===== config.mk =====
export PLATFORM = sky130hd
export DESIGN_NAME = seg7_scan_decoder
export DESIGN_NICKNAME = d
export VERILOG_FILES = /design/src/rtl/seg7_scan_decoder.sv
export SDC_FILE = /design/constraint.sdc
export NUM_CORES = 1
export LEC_CHECK = 0
export ABC_CLOCK_PERIOD_IN_PS = 2600
export BUFFER_PORTS_ARGS = -buffer_cell sky130_fd_sc_hd__buf_2
export CAP_MARGIN = 20
export CORE_AREA = 2 2 93 95
export DETAILED_ROUTE_END_ITERATION = 8
export DIE_AREA = 0 0 95 97
export PLACE_DENSITY = 0.6
export SYNTH_ARGS = -nofsm -noshare
export SYNTH_HDL_FRONTEND = slang
export SYNTH_SLANG_ARGS = --single-unit

===== constraint.sdc =====
create_clock -name iClk -period 2.6 [get_ports iClk]
set_clock_uncertainty 0.05 [all_clocks]
set_input_delay 0.65 -clock iClk [delete_from_list [all_inputs] [get_ports iClk]]
set_output_delay 0.65 -clock iClk [all_outputs]
set_load 0.02 [all_outputs]

===== src/rtl/seg7_scan_decoder.sv =====
// Readback monitor for the multiplexed active-low 7-segment bus: synchronizes
// the pins, waits for a stable {anode, segment} pair and decodes it per digit.

module seg7_digit_slot (
  input  logic       iClk,
  input  logic       iRst_n,
  input  logic       iWe,
  input  logic [3:0] iDig,
  input  logic       iValid,
  input  logic       iBlank,
  output logic [3:0] oDig,
  output logic       oValid,
  output logic       oBlank,
  output logic       oChg
);
  assign oChg = iWe && ({iDig, iValid, iBlank} != {oDig, oValid, oBlank});

  always_ff @(posedge iClk or negedge iRst_n) begin
    if (!iRst_n) begin
      oDig   <= 4'hF;
      oValid <= 1'b0;
      oBlank <= 1'b1;
    end else if (iWe) begin
      oDig   <= iDig;
      oValid <= iValid;
      oBlank <= iBlank;
    end
  end
endmodule

module seg7_scan_decoder #(
  parameter int NDIG       = 4,
  parameter int STABLE_CYC = 8
) (
  input  logic              iClk,
  input  logic              iRst_n,
  input  logic [6:0]        iSeg,
  input  logic [NDIG-1:0]   iAn,
  input  logic              iErrClr,
  output logic [4*NDIG-1:0] oDigits,
  output logic [NDIG-1:0]   oValid,
  output logic [NDIG-1:0]   oBlank,
  output logic              oErr,
  output logic              oUpdate
);
  localparam int SW   = NDIG + 7;
  localparam int CW   = $clog2(STABLE_CYC + 1);
  localparam int ZW   = $clog2(NDIG + 1);
  localparam int SELW = (NDIG > 1) ? $clog2(NDIG) : 1;

  logic [SW-1:0]   sync1, sync2;
  logic [CW-1:0]   cnt;
  logic [6:0]      segS;
  logic [NDIG-1:0] anS;
  logic [ZW-1:0]   zeros;
  logic [SELW-1:0] sel;
  logic            oneLow, cap;
  logic [3:0]      decDig;
  logic            decValid, decBlank, decIllegal;
  logic [NDIG-1:0] chg;

  assign segS = sync2[6:0];
  assign anS  = sync2[SW-1:7];

  // Stability is judged between the two sync stages so a capture lands at
  // edge STABLE_CYC+2 after the pins change; a metastable first stage can
  // only restart the window, never corrupt the captured value.
  always_ff @(posedge iClk or negedge iRst_n) begin
    if (!iRst_n) begin
      sync1 <= '1;
      sync2 <= '1;
      cnt   <= '0;
    end else begin
      sync1 <= {iAn, iSeg};
      sync2 <= sync1;
      if (sync1 != sync2)             cnt <= '0;
      else if (cnt != CW'(STABLE_CYC)) cnt <= cnt + CW'(1);
    end
  end

  always_comb begin
    zeros = '0;
    sel   = '0;
    for (int i = 0; i < NDIG; i++) begin
      if (!anS[i]) begin
        zeros = zeros + ZW'(1);
        sel   = SELW'(i);
      end
    end
  end

  assign oneLow = (zeros == ZW'(1));
  assign cap    = (sync1 == sync2) && (cnt == CW'(STABLE_CYC - 1)) && oneLow;

  always_comb begin
    decDig     = 4'hE;
    decValid   = 1'b1;
    decBlank   = 1'b0;
    decIllegal = 1'b0;
    case (segS)
      7'b1000000: decDig = 4'd0;
      7'b1111001: decDig = 4'd1;
      7'b0100100: decDig = 4'd2;
      7'b0110000: decDig = 4'd3;
      7'b0011001: decDig = 4'd4;
      7'b0010010: decDig = 4'd5;
      7'b0000010: decDig = 4'd6;
      7'b1111000: decDig = 4'd7;
      7'b0000000: decDig = 4'd8;
      7'b0010000: decDig = 4'd9;
      7'b1111111: begin
        decDig   = 4'hF;
        decValid = 1'b0;
        decBlank = 1'b1;
      end
      default: begin
        decValid   = 1'b0;
        decIllegal = 1'b1;
      end
    endcase
  end

  for (genvar i = 0; i < NDIG; i++) begin : gSlot
    seg7_digit_slot uSlot (
      .iClk   (iClk),
      .iRst_n (iRst_n),
      .iWe    (cap && (sel == SELW'(i))),
      .iDig   (decDig),
      .iValid (decValid),
      .iBlank (decBlank),
      .oDig   (oDigits[4*i+3:4*i]),
      .oValid (oValid[i]),
      .oBlank (oBlank[i]),
      .oChg   (chg[i])
    );
  end

  always_ff @(posedge iClk or negedge iRst_n) begin
    if (!iRst_n) begin
      oUpdate <= 1'b0;
      oErr    <= 1'b0;
    end else begin
      oUpdate <= |chg;
      if (cap && decIllegal) oErr <= 1'b1;
      else if (iErrClr)      oErr <= 1'b0;
    end
  end
endmodule


### Yosys cells after proc, flatten, opt, wreduce, memory -nomap -nowiden

Index checks and enable logic that the tools add are counted.

| cells by class | value |
|---|---|
| reduce and logical (&&, ||, !) cells | 18 |
| multipliers | 0 |
| $add $sub $neg | 4 |
| div/mod/pow operators | 0 |
| multiplexer cells | 15 |
| bitwise gates (word level) | 0 |
| $lt $le $gt $ge | 0 |
| shift-type cells | 0 |
| equal/unequal tests | 22 |

Operator list:

| cell | number |
|---|---|
| $pmux W4 S11 | 1 |
| $eq A7 B7 Y1 const B | 4 |
| $ne A6 B6 Y1 | 4 |
| $eq A7 B5 Y1 const B | 3 |
| $eq A7 B6 Y1 const B | 2 |
| $eq A11 B11 Y1 | 1 |
| $logic_and A1 B1 Y1 | 11 |
| $ne A11 B11 Y1 | 1 |
| $reduce_or A11 Y1 | 1 |
| $reduce_or A10 Y1 | 1 |
| $add A3 B1 Y3 const B | 3 |
| $mux W3 | 3 |
| $mux W4 | 2 |
| $eq A7 B2 Y1 const B | 1 |
| $logic_not A7 Y1 | 1 |
| $mux W1 | 7 |
| $add A4 B1 Y4 const B | 1 |
| $eq A2 B2 Y1 const B | 2 |
| $eq A4 B3 Y1 const B | 1 |
| $mux W2 | 2 |
| $ne A4 B4 Y1 const B | 1 |
| $reduce_bool A2 Y1 | 2 |
| $reduce_or A4 Y1 | 1 |
| $eq A3 B1 Y1 const B | 1 |
| 2 further kinds | 2 |

| storage, ports and cells | value |
|---|---|
| memories | 0 |
| memory bits (writable) | 0 |
| latch bits | 0 |
| input bits | 14 |
| word-level logic and storage cells | 76 |
| ROM bits | 0 |
| flip-flop bits (word level) | 52 |
| output and inout bits | 26 |

### Depth between registers and ports, before layout

Gate-level depths: netlist of run 1.

| logic depth | value |
|---|---|
| depth in word-level cells | 12 |
| mapped depth | 13 |
| mapped depth without buffers | 12 |

### Cells and area by module

From an unflattened synthesis of run 1, not the netlist that was laid out.

| second synthesis, totals | value |
|---|---|
| cells, all modules | 208 |
| area total of the unflattened synthesis | 2586.2 µm² |

Modules (own cells, without submodules):

| module | seq. area each (µm²) | cells each | instances | area an instance (µm²) |
|---|---|---|---|---|
| seg7_scan_decoder | 728.2 | 124 | 1 | 1400.1 |
| seg7_digit_slot | 156.4 | 21 | 4 | 296.5 |

### Least setup slack after synthesis of run 1

No wires, ideal clock.

| timing | value |
|---|---|
| path kind | reg2reg |
| start point | reg sync2[8] |
| end point | reg gSlot[0].uSlot.oValid |
| stages on the path, launching flop included | 11 |
| library setup time | 0.125 ns |
| slack | -0.248 ns |
| period minus slack after synthesis | 2.848 ns |
| arrival | 2.674 ns |
| data required time | 2.425 ns |
| path buffers | 0 |
| cells stage by stage | dfstp_2 > inv_1 > ha_1 > xnor2_1 > ha_1 > or3_1 > o21a_1 > nor3_4 > nand3_1 > nor2_4 > mux2_2 |

| on the way | value |
|---|---|
| word-level cells in the longest chain between the ends | 8 |
| elaborated cells between the ends (all ways) | 14 |
| classes of those cells | 2 x add/sub; 2 x eq/ne; 6 x mux; 4 x reduce/logical |

RTL lines:

| what | RTL line | RTL |
|---|---|---|
| from (decl) | 51 | `logic [SW-1:0] sync1, sync2;` |
| from (signal assigned) | 75 | `sync2 <= sync1;` |
| $mux W3 | 85 | `if (!anS[i]) begin` |
| $add A3 B1 Y3 | 86 | `zeros = zeros + ZW'(1);` |
| $mux W3 | 85 |  |
| $add A3 B1 Y3 | 86 |  |
| $mux W3 | 85 |  |
| $eq A3 B1 Y1 | 92 | `assign oneLow = (zeros == ZW'(1));` |
| $logic_and A1 B1 Y1 | 93 | `assign cap = (sync1 == sync2) && (cnt == CW'(STABLE_CYC - 1)) && oneLow;` |
| $logic_and A1 B1 Y1 (*) | 127 | `.iWe (cap && (sel == SELW'(i))),` |
| to (signal assigned) | 25 | `oValid <= iValid;` |
| to (decl) | 12 | `output logic oValid,` |

Every way passes the cells marked *; elsewhere a longest branch is shown, timed or not.
A chain may end at the register's enable or synchronous reset.

### Worst setup path after layout of run 1

| timing | value |
|---|---|
| start point | reg sync2[8] |
| end point | reg gSlot[0].uSlot.oDig[1] |

| on the way | value |
|---|---|
| word-level cells in the longest chain between the ends | 8 |
| elaborated cells between the ends (all ways) | 14 |
| classes of those cells | 2 x add/sub; 2 x eq/ne; 6 x mux; 4 x reduce/logical |

RTL lines:

| what | RTL line | RTL |
|---|---|---|
| $mux W3 | 85 |  |
| $add A3 B1 Y3 | 86 |  |
| $mux W3 | 85 |  |
| $add A3 B1 Y3 | 86 |  |
| $mux W3 | 85 |  |
| $eq A3 B1 Y1 | 92 |  |
| $logic_and A1 B1 Y1 | 93 |  |
| $logic_and A1 B1 Y1 (*) | 127 |  |
| to (signal assigned) | 24 | `oDig <= iDig;` |
| to (decl) | 11 | `output logic [3:0] oDig,` |

Marks and branches as above.

==> reports/qor.yml, run 1 <==
cells_and_area:
  seq_area_sq_mm: 0.00135
  nets: 295
  multi_input_area_sq_mm: 0.00135
  drive_gt1_share_pct: 57.0
  n_antenna_cell: 0
  num-fill-cells: 789
  areaGrowthSynthToFinish_pct: 22.1
timing:
  finalMaxSlewViolations: 0
  period_share_pct: 102
  relSlewSlack_pct: 59.0
  fin_crit_ns: 2.66
  postLayoutSetupSlackWorst_ns: -0.0596
  worst_pin_slew_ns: 0.615
  fmax_mhz: 376
  tns_ns: -0.379
  hold_viol_final: 0
  rsz0062_at_grt: "true"
  setup_viol: 10
floorplan:
  fp-row-count: 33
  start_util_pct: 34.1
  core_sq_mm: 0.00813
  die_height_um: 97
  die-area_sq_mm: 0.00922
  io_pins: 40
  die_x_um: 95
global_routing:
  grtUsageTotal_pct: 12.5
  grt_start_max_net_pins: 28
  grt_pass1_wl_um: 9140
  antenna_found_initial: 0
  grt_pass1_vias: 1816
  grt_overflow: 0
drt:
  dr.pass1.iters: 4
  drtIter0Drc: 37
  drc: 0
  vias: 1836
  routed_via_density: 4.81
  ant_nets: 0
  wire_per_inst_um: 14.0
  routed_wirelength_um: 5360
pwr:
  p_per_area_mw_per_mm2: 475
  ir_drop_uv: 253
  power.leakage_nw: 1.50
  p_total_mw: 1.61
placed_design:
  gp_congestion: 0.780
  place_hpwl_um: 4010
  portBuffers: 39
  pre_cts_slack_ns: -0.205
synth:
  syn-instance-count: 227
  synth_area_sq_mm: 0.00278
  synth_area_leaders: "dfstp_2 (40%), dfrtp_1 (9.0%), mux2_2 (6.9%)"
  synth_most_common_cell: "dfstp_2"
  ys_async_sr_fraction_pct: 100
  netlist_top_cells_count: "dfstp_2 (42), xor2_1 (20), mux2_2 (17), xnor2_1 (15)"
  netlist.top_cell.by_area: "dfstp_2"
  synth_edf_count: 0
  ys.flop_type: "dfstp_2"
  ys_seq_elements: 52
  yosysSeqAreaShare_pct: 48.8
  yosysWarnings: 0
  syn_nets: 246
  synth.distinct_cells: 53
  syn-mean-instance-area_sq_um: 12.2
  synth_top_area_share_pct: 39.7
clocking:
  htree_levels: 2
  cts.clk_slew.worst_paths_ns: 0.10
  cts.sinks: 52
  root_buffer: "clkbuf_8"
  numCtsBuffers: 5
  tritoncts: "yes"
  insertion_delay_ns: 0.30
  max-clock-path-buffers: 2
critical_path:
  worst_r2r_endpoint: "gSlot[0].uSlot.oDig[1]"
  r2r_cells: 10
  crit_arrival_ns: 2.85
  setup.worst_path.class: "reg -> reg"
  start_kind: "flop"
  endpoint_kind: "flop"
  cp.required_ns: 2.79
  endpoint: "gSlot[0].uSlot.oDig[1]"
  rrSetupSlack_ns: -0.06
  timing.rr.start: "sync2[8]"
  cp_max_fo: 7
  cp-startpoint: "sync2[8]"
run_status:
  status: "finished with violations"
  violations: "setup timing"
run:
  max-cap-violations: 0
min_path:
  hold_class: "in -> async"
flip-flops by register name, summed over array words and instances (netlist names):
name	count
gSlot.uSlot.oDig	16
oUpdate	1
gSlot.uSlot.oBlank	4
cnt	4
gSlot.uSlot.oValid	4
sync1	11
oErr	1
sync2	11
kinds of logic after synthesis:
kind of cell / after synthesis / share of synthesized area, %
compound gates: 27 / 8.83
mux: 26 / 10.5
simple gates: 55 / 12.8
fa+ha+maj: 5 / 2.25
xor+xnor: 36 / 11.6
flops: 52 / 48.8
buf+inv: 26 / 5.23
power by group:
group          total (mW)  internal [mW]  switching (mW)
sequential          0.868          0.843          0.0256
clock               0.606          0.340           0.266
combinational       0.136         0.0672          0.0689
total                1.61           1.25           0.360
cells in the final DEF (no fill, tap or decap), types with 2 or more instances in the layout:
master / n
a41oi_2: 2
buf_12: 2
nand2b_1: 7
o22ai_1: 2
inv_1: 4
nor4_1: 3
nand4b_1: 2
clkbuf_8: 7
a41oi_1: 2
o211ai_1: 3
o21ai_2: 2
nand3_1: 4
buf_6: 2
o21ai_1: 2
xnor2_1: 14
buf_2: 39
dfrtp_1: 10
nand3b_1: 4
buf_4: 19
xnor2_2: 2
nor3_1: 4
or3_1: 3
xor2_1: 20
mux2_2: 16
ha_1: 4
nand2_1: 4
mux2i_1: 2
dfstp_2: 42
mux2_4: 7
o21ai_0: 3
nor2_1: 9
timing repair:
item | CTS | global route
setup endpoints to repair | 25 | 25
hold buffers | 0 | 0
resized for setup | 4 | 7
pin swaps | 6 | 1
cloned | 0 | 0
setup buffers | 3 | 0
worst min path at each step:
stage | slack, ns | cells past startpoint | end | startpoint
after floorplan | 0.30 | 0 | cnt[0] | iRst_n
after global placement | 0.31 | 0 | sync2[1] | sync1[1]
after detailed placement | 0.31 | 0 | sync2[4] | sync1[4]
after CTS | 0.31 | 1 | gSlot[1].uSlot.oValid | iRst_n
after global routing | 0.32 | 0 | sync2[4] | sync1[4]
final | 0.29 | 1 | gSlot[1].uSlot.oValid | iRst_n
cell type report:
class,instances,area share (%)
timing repair buffer,62,11.8
inverter,6,0.738
sequential,52,39.9
clock buffer,7,2.84
clock inverter,1,0.886
multi-input combinational,149,39.9
tap,105,3.88
stage by stage:
stage | utilization [%] | hold WS (ns) | area (sq um) | instances
after CTS | 41.3 | 0.314 | 3360 | 382
after global placement | 39.2 | 0.312 | 3190 | 371
after detailed placement | 39.2 | 0.313 | 3190 | 371
after floorplan | - | 0.304 | 2820 | 227
after global routing | 41.7 | 0.322 | 3390 | 382
final | 41.7 | 0.291 | 3390 | 382
layer usage:
metal / global-route usage (%) / wire (um)
met5: 0 / 0
met4: 3.34 / 54
met3: 2.73 / 261
met2: 19.4 / 2550
met1: 17.7 / 2500
worst max-delay path, cell delays in order (launching register included):
cell	delay, ns
dfstp_2	0.56
inv_4	0.04
ha_4	0.24
xnor2_2	0.13
ha_1	0.26
or3_1	0.30
o21a_1	0.14
nor3_4	0.19
nand3_2	0.12
nor2_4	0.20
mux2_2	0.36
(Power assumes the default switching activity.)
==> inputs of run 2 (changes only) <==
--- a/config.mk
+++ b/config.mk
@@ -5,13 +5,14 @@
 export SDC_FILE = /design/constraint.sdc
 export NUM_CORES = 1
 export LEC_CHECK = 0
-export ABC_CLOCK_PERIOD_IN_PS = 2600
+export ABC_CLOCK_PERIOD_IN_PS = 3100
 export BUFFER_PORTS_ARGS = -buffer_cell sky130_fd_sc_hd__buf_2
 export CAP_MARGIN = 20
 export CORE_AREA = 2 2 93 95
+export CTS_BUF_LIST = sky130_fd_sc_hd__clkbuf_4 sky130_fd_sc_hd__clkbuf_8
 export DETAILED_ROUTE_END_ITERATION = 8
 export DIE_AREA = 0 0 95 97
-export PLACE_DENSITY = 0.6
+export PLACE_DENSITY = 0.58
 export SYNTH_ARGS = -nofsm -noshare
 export SYNTH_HDL_FRONTEND = slang
 export SYNTH_SLANG_ARGS = --single-unit
==> constraint.sdc (replaced) <==
create_clock -name iClk -period 3.1 [get_ports iClk]
set_clock_uncertainty 0.05 [all_clocks]
set_input_delay 0.775 -clock iClk [delete_from_list [all_inputs] [get_ports iClk]]
set_output_delay 0.775 -clock iClk [all_outputs]
set_load 0.02 [all_outputs]
==> reports/qor.yml, run 2 (same netlist as run 1, synthesis figures left out) <==
cells_and_area:
  instances_no_fill: 363  # was 382
  drive_gt1_share_pct: 50.4  # was 57.0%
  largest_register: "gSlot.uSlot.oDig"  # unchanged
  largest_reg_flops: 16  # unchanged
  layout_common_cells: "dfstp_2 (42), buf_2 (39), xor2_1 (20)"  # unchanged
  nets: 277  # was 295
  top_regs: "gSlot.uSlot.oDig (16), sync1 (11), sync2 (11)"  # unchanged
  final_core_util_pct: 38.6  # was 41.7%
  layout_commonest_cell: "dfstp_2"  # unchanged
  n_antenna_cell: 0  # unchanged
  areaGrowthSynthToFinish_pct: 13.0  # was 22.1%
global_routing:
  grtUsageTotal_pct: 12.2  # was 12.5%
  antenna_found_initial: 0  # unchanged
  grt_overflow: 0  # unchanged
  grt_start_max_net_pins: 43  # was 28
  grt_pass1_wl_um: 8830  # was 9140 um
  grt_pass1_vias: 1775  # was 1816
run:
  max-cap-violations: 0  # unchanged
timing:
  rsz0062_at_grt: "false"  # was true
  hold_viol_final: 0  # unchanged
  setup_viol: 0  # was 10
  finalMaxSlewViolations: 0  # unchanged
  relSlewSlack_pct: 38.5  # was 59.0%
  period_share_pct: 94.9  # was 102%
  tns_ns: 0  # was -0.379 ns
  hold_ws_ns: 0.324  # was 0.291 ns
  fin_crit_ns: 2.94  # was 2.66 ns
  fmax_mhz: 340  # was 376 MHz
  worst_pin_slew_ns: 0.922  # was 0.615 ns
  postLayoutSetupSlackWorst_ns: 0.157  # was -0.0596 ns
drt:
  routed_via_density: 4.84  # was 4.81
  wire_per_inst_um: 14.6  # was 14.0 um
  vias: 1758  # was 1836
  drtIter0Drc: 19  # was 37
  ant_nets: 0  # unchanged
  dr.pass1.iters: 4  # unchanged
  routed_wirelength_um: 5300  # was 5360 um
  drc: 0  # unchanged
critical_path:
  crit_arrival_ns: 3.08  # was 2.85 ns
  setup.worst_path.class: "reg -> reg"  # unchanged
  endpoint_kind: "flop"  # unchanged
  cp_max_fo: 7  # unchanged
  cp.required_ns: 3.24  # was 2.79 ns
  start_kind: "flop"  # unchanged
floorplan:
  io_pins: 40  # unchanged
  core_sq_mm: 0.00813  # unchanged
  die-area_sq_mm: 0.00922  # unchanged
  die_height_um: 97  # unchanged
  fp-row-count: 33  # unchanged
  die_x_um: 95  # unchanged
  start_util_pct: 34.1  # unchanged
placed_design:
  gp_congestion: 0.718  # was 0.780
  portBuffers: 39  # unchanged
  pre_cts_slack_ns: 0.0768  # was -0.205 ns
  place_inst: 355  # was 371
  place_hpwl_um: 3850  # was 4010 um
clocking:
  tritoncts: "yes"  # unchanged
  htree_levels: 2  # unchanged
  cts.sinks: 52  # unchanged
  cts.clk_slew.worst_paths_ns: 0.09  # was 0.10 ns
  root_buffer: "clkbuf_8"  # unchanged
  max-clock-path-buffers: 2  # unchanged
  numCtsBuffers: 5  # unchanged
  insertion_delay_ns: 0.30  # about the same
  cts-hold-fix-buffers: 0  # unchanged
pwr:
  p_per_area_mw_per_mm2: 380  # was 475 mW/mm^2
  ir_drop_uv: 204  # was 253 uV
  power.leakage_nw: 1.36  # was 1.50 nW
min_path:
  hold_class: "reg -> reg"  # was in -> async
run_status:
  status: "completed"  # was finished with violations
[run 2: changes by cell type in the layout (fill, tap and decap cells not counted), moves of 2 or more]
cell	before	now
buf_4	19	5
mux2_4	7	0
mux2_1	1	7
buf_12	2	0
buf_6	2	0
clkbuf_8	7	5
inv_1	4	6
[run 2: worst paths after layout]
check                          from               endpoint  depth (start not counted)  slack [ns]
max                        sync2[8]  gSlot[0].uSlot.oValid                         10        0.16
min                        sync1[5]               sync2[5]                          0        0.32
max reg2reg                sync2[8]  gSlot[0].uSlot.oValid                         10        0.16
min reg2reg                sync1[5]               sync2[5]                          0        0.32
max in group asynchronous    iRst_n               sync1[4]                          2        1.66
min in group asynchronous    iRst_n  gSlot[3].uSlot.oValid                          1        0.54
[run 2: area by class of cell]
class / instances / area [sq um]
fill: 796 / 5000
sequential: 52 / 1350
multi-input combinational: 149 / 1320
timing repair buffer: 44 / 233
tap: 105 / 131
clock buffer: 6 / 76.3
inverter: 6 / 22.5
clock inverter: 1 / 5.00
[run 2: power breakdown]
| group | internal, mW | switching, mW | total, mW |
|---|---|---|---|
| registers | 0.707 | 0.0268 | 0.734 |
| clock network | 0.163 | 0.206 | 0.368 |
| logic | 0.0401 | 0.0488 | 0.0889 |
[run 2: through the flow]
step | instance area [sq um] | total power [mW]
3_5_place_dp | 3010 | 0.830
6_report | 3140 | 1.19
5_1_grt | 3140 | 1.25
2_1_floorplan | 2780 | 0.795
3_3_place_gp | 3010 | 0.828
4_1_cts | 3090 | 1.21
[run 2: metal layers]
layer,GRT usage (%),part of all wire [%],up-vias
li1,-,-,847
met1,16.4,47,858
met2,18.8,45,43
met3,2.88,5.0,10
met4,4.91,2.3,0
met5,0,0,-
[run 2: critical path: stages (launching register included)]
cell and delay, ns:
dfstp_2 0.56, inv_1 0.13, ha_4 0.26, xnor2_2 0.14
ha_1 0.30, or3_1 0.34, o21a_1 0.14, nor3_4 0.17
nand3_1 0.14, nor2_4 0.24, mux2_2 0.36
[run 2: what timing repair did]
item | CTS | global route
buffers inserted | 0 | 1
setup endpoints to repair | 0 | 16
gates resized for setup | 0 | 5
==> inputs of run 3 (changes only) <==
--- a/config.mk
+++ b/config.mk
@@ -8,11 +8,12 @@
 export ABC_CLOCK_PERIOD_IN_PS = 3100
 export BUFFER_PORTS_ARGS = -buffer_cell sky130_fd_sc_hd__buf_2
 export CAP_MARGIN = 20
-export CORE_AREA = 2 2 93 95
+export CORE_AREA = 2 2 89 91
 export CTS_BUF_LIST = sky130_fd_sc_hd__clkbuf_4 sky130_fd_sc_hd__clkbuf_8
 export DETAILED_ROUTE_END_ITERATION = 8
-export DIE_AREA = 0 0 95 97
-export PLACE_DENSITY = 0.58
+export DIE_AREA = 0 0 91 93
+export PLACE_DENSITY = 0.59
 export SYNTH_ARGS = -nofsm -noshare
 export SYNTH_HDL_FRONTEND = slang
+export SYNTH_HIERARCHICAL = 1
 export SYNTH_SLANG_ARGS = --single-unit
==> reports/qor.yml, run 3 <==
timing:
  finalMaxSlewViolations: 0  # unchanged
  worst_pin_slew_ns: 0.726  # was 0.922 ns
  fmax_mhz: 335  # was 340 MHz
  setup_viol: 0  # unchanged
  period_share_pct: 96.2  # was 94.9%
  relSlewSlack_pct: 51.6  # was 38.5%
  rsz0062_at_grt: "true"  # was false
  fin_crit_ns: 2.98  # was 2.94 ns
  hold_viol_final: 0  # unchanged
  postLayoutSetupSlackWorst_ns: 0.119  # was 0.157 ns
  hold_ws_ns: 0.323  # was 0.324 ns
critical_path:
  cpMostUsedCell: "or4_1"
  max_stage_delay_ns: 0.56  # about the same
  cp_max_fo: 8  # was 7
  endpoint_kind: "flop"  # unchanged
  cp_slowest_cell: "dfstp_2"  # unchanged
  cp.required_ns: 3.23  # was 3.24 ns
  start_kind: "flop"  # unchanged
  crit_arrival_ns: 3.11  # was 3.08 ns
  crit_chain: "buf_4, and4b_2, a21oi_1, or4_1, a211o_2, xor2_1, o31a_1, or4_1"  # was inv_1, ha_4, xnor2_2, ha_1, or3_1, o21a_1, nor3_4, nand3_1, nor2_4, mux2_2
  setup.worst_path.class: "reg -> reg"  # unchanged
pwr:
  combPwrFrac_pct: 6.9  # was 7.5%
  p_sw_mw: 0.284  # was 0.281 mW
  swShare_pct: 20.8  # was 23.6%
  power.leakage_nw: 1.36  # about the same
  ir_drop_uv: 183  # was 204 uV
  p_clk_share_pct: 39.9  # was 30.9%
  power_frac_seq_pct: 53.1  # was 61.6%
  p_per_area_mw_per_mm2: 441  # was 380 mW/mm^2
  p_int_mw: 1.08  # was 0.910 mW
synth:
  synth_most_common_cell: "dfstp_2"  # unchanged
  syn_nets: 227  # was 246
  yosysSeqAreaShare_pct: 52.3  # was 48.8%
  synth_area_sq_mm: 0.00259  # was 0.00278 sq mm
  ys_async_sr_fraction_pct: 100  # unchanged
  netlist_top_cells_count: "dfstp_2 (42), mux2_2 (24), xnor2_1 (20), xor2_1 (20), nor2_1 (12)"  # was dfstp_2 (42), xor2_1 (20), mux2_2 (17), xnor2_1 (15)
  netlist.top_cell.by_area: "dfstp_2"  # unchanged
  synth.distinct_cells: 42  # was 53
  synth_edf_count: 0  # unchanged
  ys_seq_elements: 52  # unchanged
  synth_top_area_share_pct: 42.7  # was 39.7%
  yosysWarnings: 6  # was 0
  syn-mean-instance-area_sq_um: 12.4  # was 12.2 sq um
  synth_area_leaders: "dfstp_2 (43%), mux2_2 (10%), dfrtp_1 (9.7%)"  # was dfstp_2 (40%), dfrtp_1 (9.0%), mux2_2 (6.9%)
  ys.flop_type: "dfstp_2"  # unchanged
  syn-instance-count: 208  # was 227
placed_design:
  place_inst: 350  # was 355
  portBuffers: 39  # unchanged
  pre_cts_slack_ns: 0.00268  # was 0.0768 ns
  place_hpwl_um: 3590  # was 3850 um
  gp_congestion: 0.846  # was 0.718
run_status:
  status: "completed"  # unchanged
clocking:
  tritoncts: "yes"  # unchanged
  numCtsBuffers: 5  # unchanged
  cts.sinks: 52  # unchanged
  max-clock-path-buffers: 2  # unchanged
  cts.clk_slew.worst_paths_ns: 0.10  # was 0.09 ns
  htree_levels: 2  # unchanged
  insertion_delay_ns: 0.29  # was 0.30 ns
  root_buffer: "clkbuf_8"  # unchanged
cells_and_area:
  layout_common_cells: "dfstp_2 (42), buf_2 (39), mux2_2 (24)"  # was dfstp_2 (42), buf_2 (39), xor2_1 (20)
  layout_commonest_cell: "dfstp_2"  # unchanged
  areaGrowthSynthToFinish_pct: 19.6  # was 13.0%
  top_regs: "gSlot.uSlot/oDig (16), sync1 (11), sync2 (11)"  # was gSlot.uSlot.oDig (16), sync1 (11), sync2 (11)
  instances_no_fill: 359  # was 363
  largest_reg_flops: 16  # unchanged
  n_antenna_cell: 0  # unchanged
  drive_gt1_share_pct: 54.1  # was 50.4%
  nets: 275  # was 277
  largest_register: "gSlot.uSlot/oDig"  # was gSlot.uSlot.oDig
drt:
  ant_nets: 0  # unchanged
  routed_via_density: 4.61  # was 4.84
  dr.pass1.iters: 4  # unchanged
  drtIter0Drc: 73  # was 19
  routed_wirelength_um: 4820  # was 5300 um
  vias: 1656  # was 1758
  wire_per_inst_um: 13.4  # was 14.6 um
  drc: 0  # unchanged
global_routing:
  grt_start_max_net_pins: 33  # was 43
  grt_pass1_vias: 1677  # was 1775
  antenna_found_initial: 0  # unchanged
  grt_pass1_wl_um: 7960  # was 8830 um
  grt_overflow: 0  # unchanged
  grtUsageTotal_pct: 11.7  # was 12.2%
floorplan:
  core_sq_mm: 0.00753  # was 0.00813 sq mm
  start_util_pct: 34.4  # was 34.1%
  die_height_um: 93  # was 97 um
  die-area_sq_mm: 0.00846  # was 0.00922 sq mm
  die_x_um: 91  # was 95 um
  fp-row-count: 32  # was 33
  io_pins: 40  # unchanged
run:
  max-cap-violations: 0  # unchanged
min_path:
  hold_class: "reg -> reg"  # unchanged
==> run 3: cells by family after synthesis <==
logic type                 Yosys count  synth area share (%)
AOI/OAI and AO/OA                   18                  5.37
xor gates and xnor gates            40                  13.5
adders and majority gates            5                  2.42
buffers and inverters               17                  3.48
DFF                                 52                  52.3
muxes                               25                  10.8
and+or+nand+nor                     51                  12.0
==> run 3: final cells by class <==
| class | count | area, sq um |
|---|---|---|
| Clock buffer | 6 | 76.3 |
| Fill cell | 760 | 4430 |
| Timing Repair Buffer | 51 | 285 |
| Sequential cell | 52 | 1350 |
| Multi-Input combinational cell | 139 | 1160 |
| Inverter | 7 | 26.3 |
| Tap cell | 102 | 128 |
| Clock inverter | 2 | 60.1 |
==> run 3: final timing paths <==
kind | start | to | slack (ns) | cells past startpoint
worst max-delay path | sync2[4] | oUpdate | 0.12 | 8
worst min-delay path | sync1[8] | sync2[8] | 0.32 | 0
worst max register to register | sync2[4] | oUpdate | 0.12 | 8
worst min register to register | sync1[8] | sync2[8] | 0.32 | 0
max in group asynchronous | iRst_n | sync2[2] | 1.81 | 2
min in group asynchronous | iRst_n | oErr | 0.47 | 1
==> run 3: per-layer routing <==
metal / track usage [%] / up-vias / routed length (um)
met5: 0 / - / 0
met3: 2.66 / 4 / 185
met1: 15.0 / 807 / 2200
li1: - / 818 / -
met2: 20.6 / 27 / 2410
met4: 2.27 / 0 / 29
==> run 3: repair_timing <==
item	CTS	global route
setup buffers	0	1
setup endpoints to repair	0	19
gates resized for setup	0	5
endpoints found under the hold margin	0	0
hold buffers	0	0
==> run 3: power groups by stage <==
stage / sequential (mW) / clock, mW / combinational, mW
floorplan: 0.725 / 0 / 0.0646
global placement: 0.735 / 0 / 0.0909
detailed placement: 0.736 / 0 / 0.0921
CTS: 0.725 / 0.564 / 0.0925
global route: 0.728 / 0.591 / 0.106
finish: 0.725 / 0.545 / 0.0945
==> run 3: per-stage QoR <==
step           cell area [sq um]  total power, mW  setup TNS [ns]  util, %
3_3_place_gp                2930            0.826               0     38.9
6_report                    3090             1.36               0     41.1
5_1_grt                     3090             1.43          -0.255     41.1
4_1_cts                     3060             1.38               0     40.7
3_5_place_dp                2930            0.828               0     38.9
2_1_floorplan               2590            0.790               0        -
==> run 3: worst max-delay path: cells and delay by family, from the launching register on <==
| family | cells | cell delay (ns) |
|---|---|---|
| simple gates | 3 | 1.20 |
| buf+inv | 1 | 0.15 |
| xor+xnor | 1 | 0.17 |
| flops | 1 | 0.56 |
| compound gates | 3 | 0.75 |
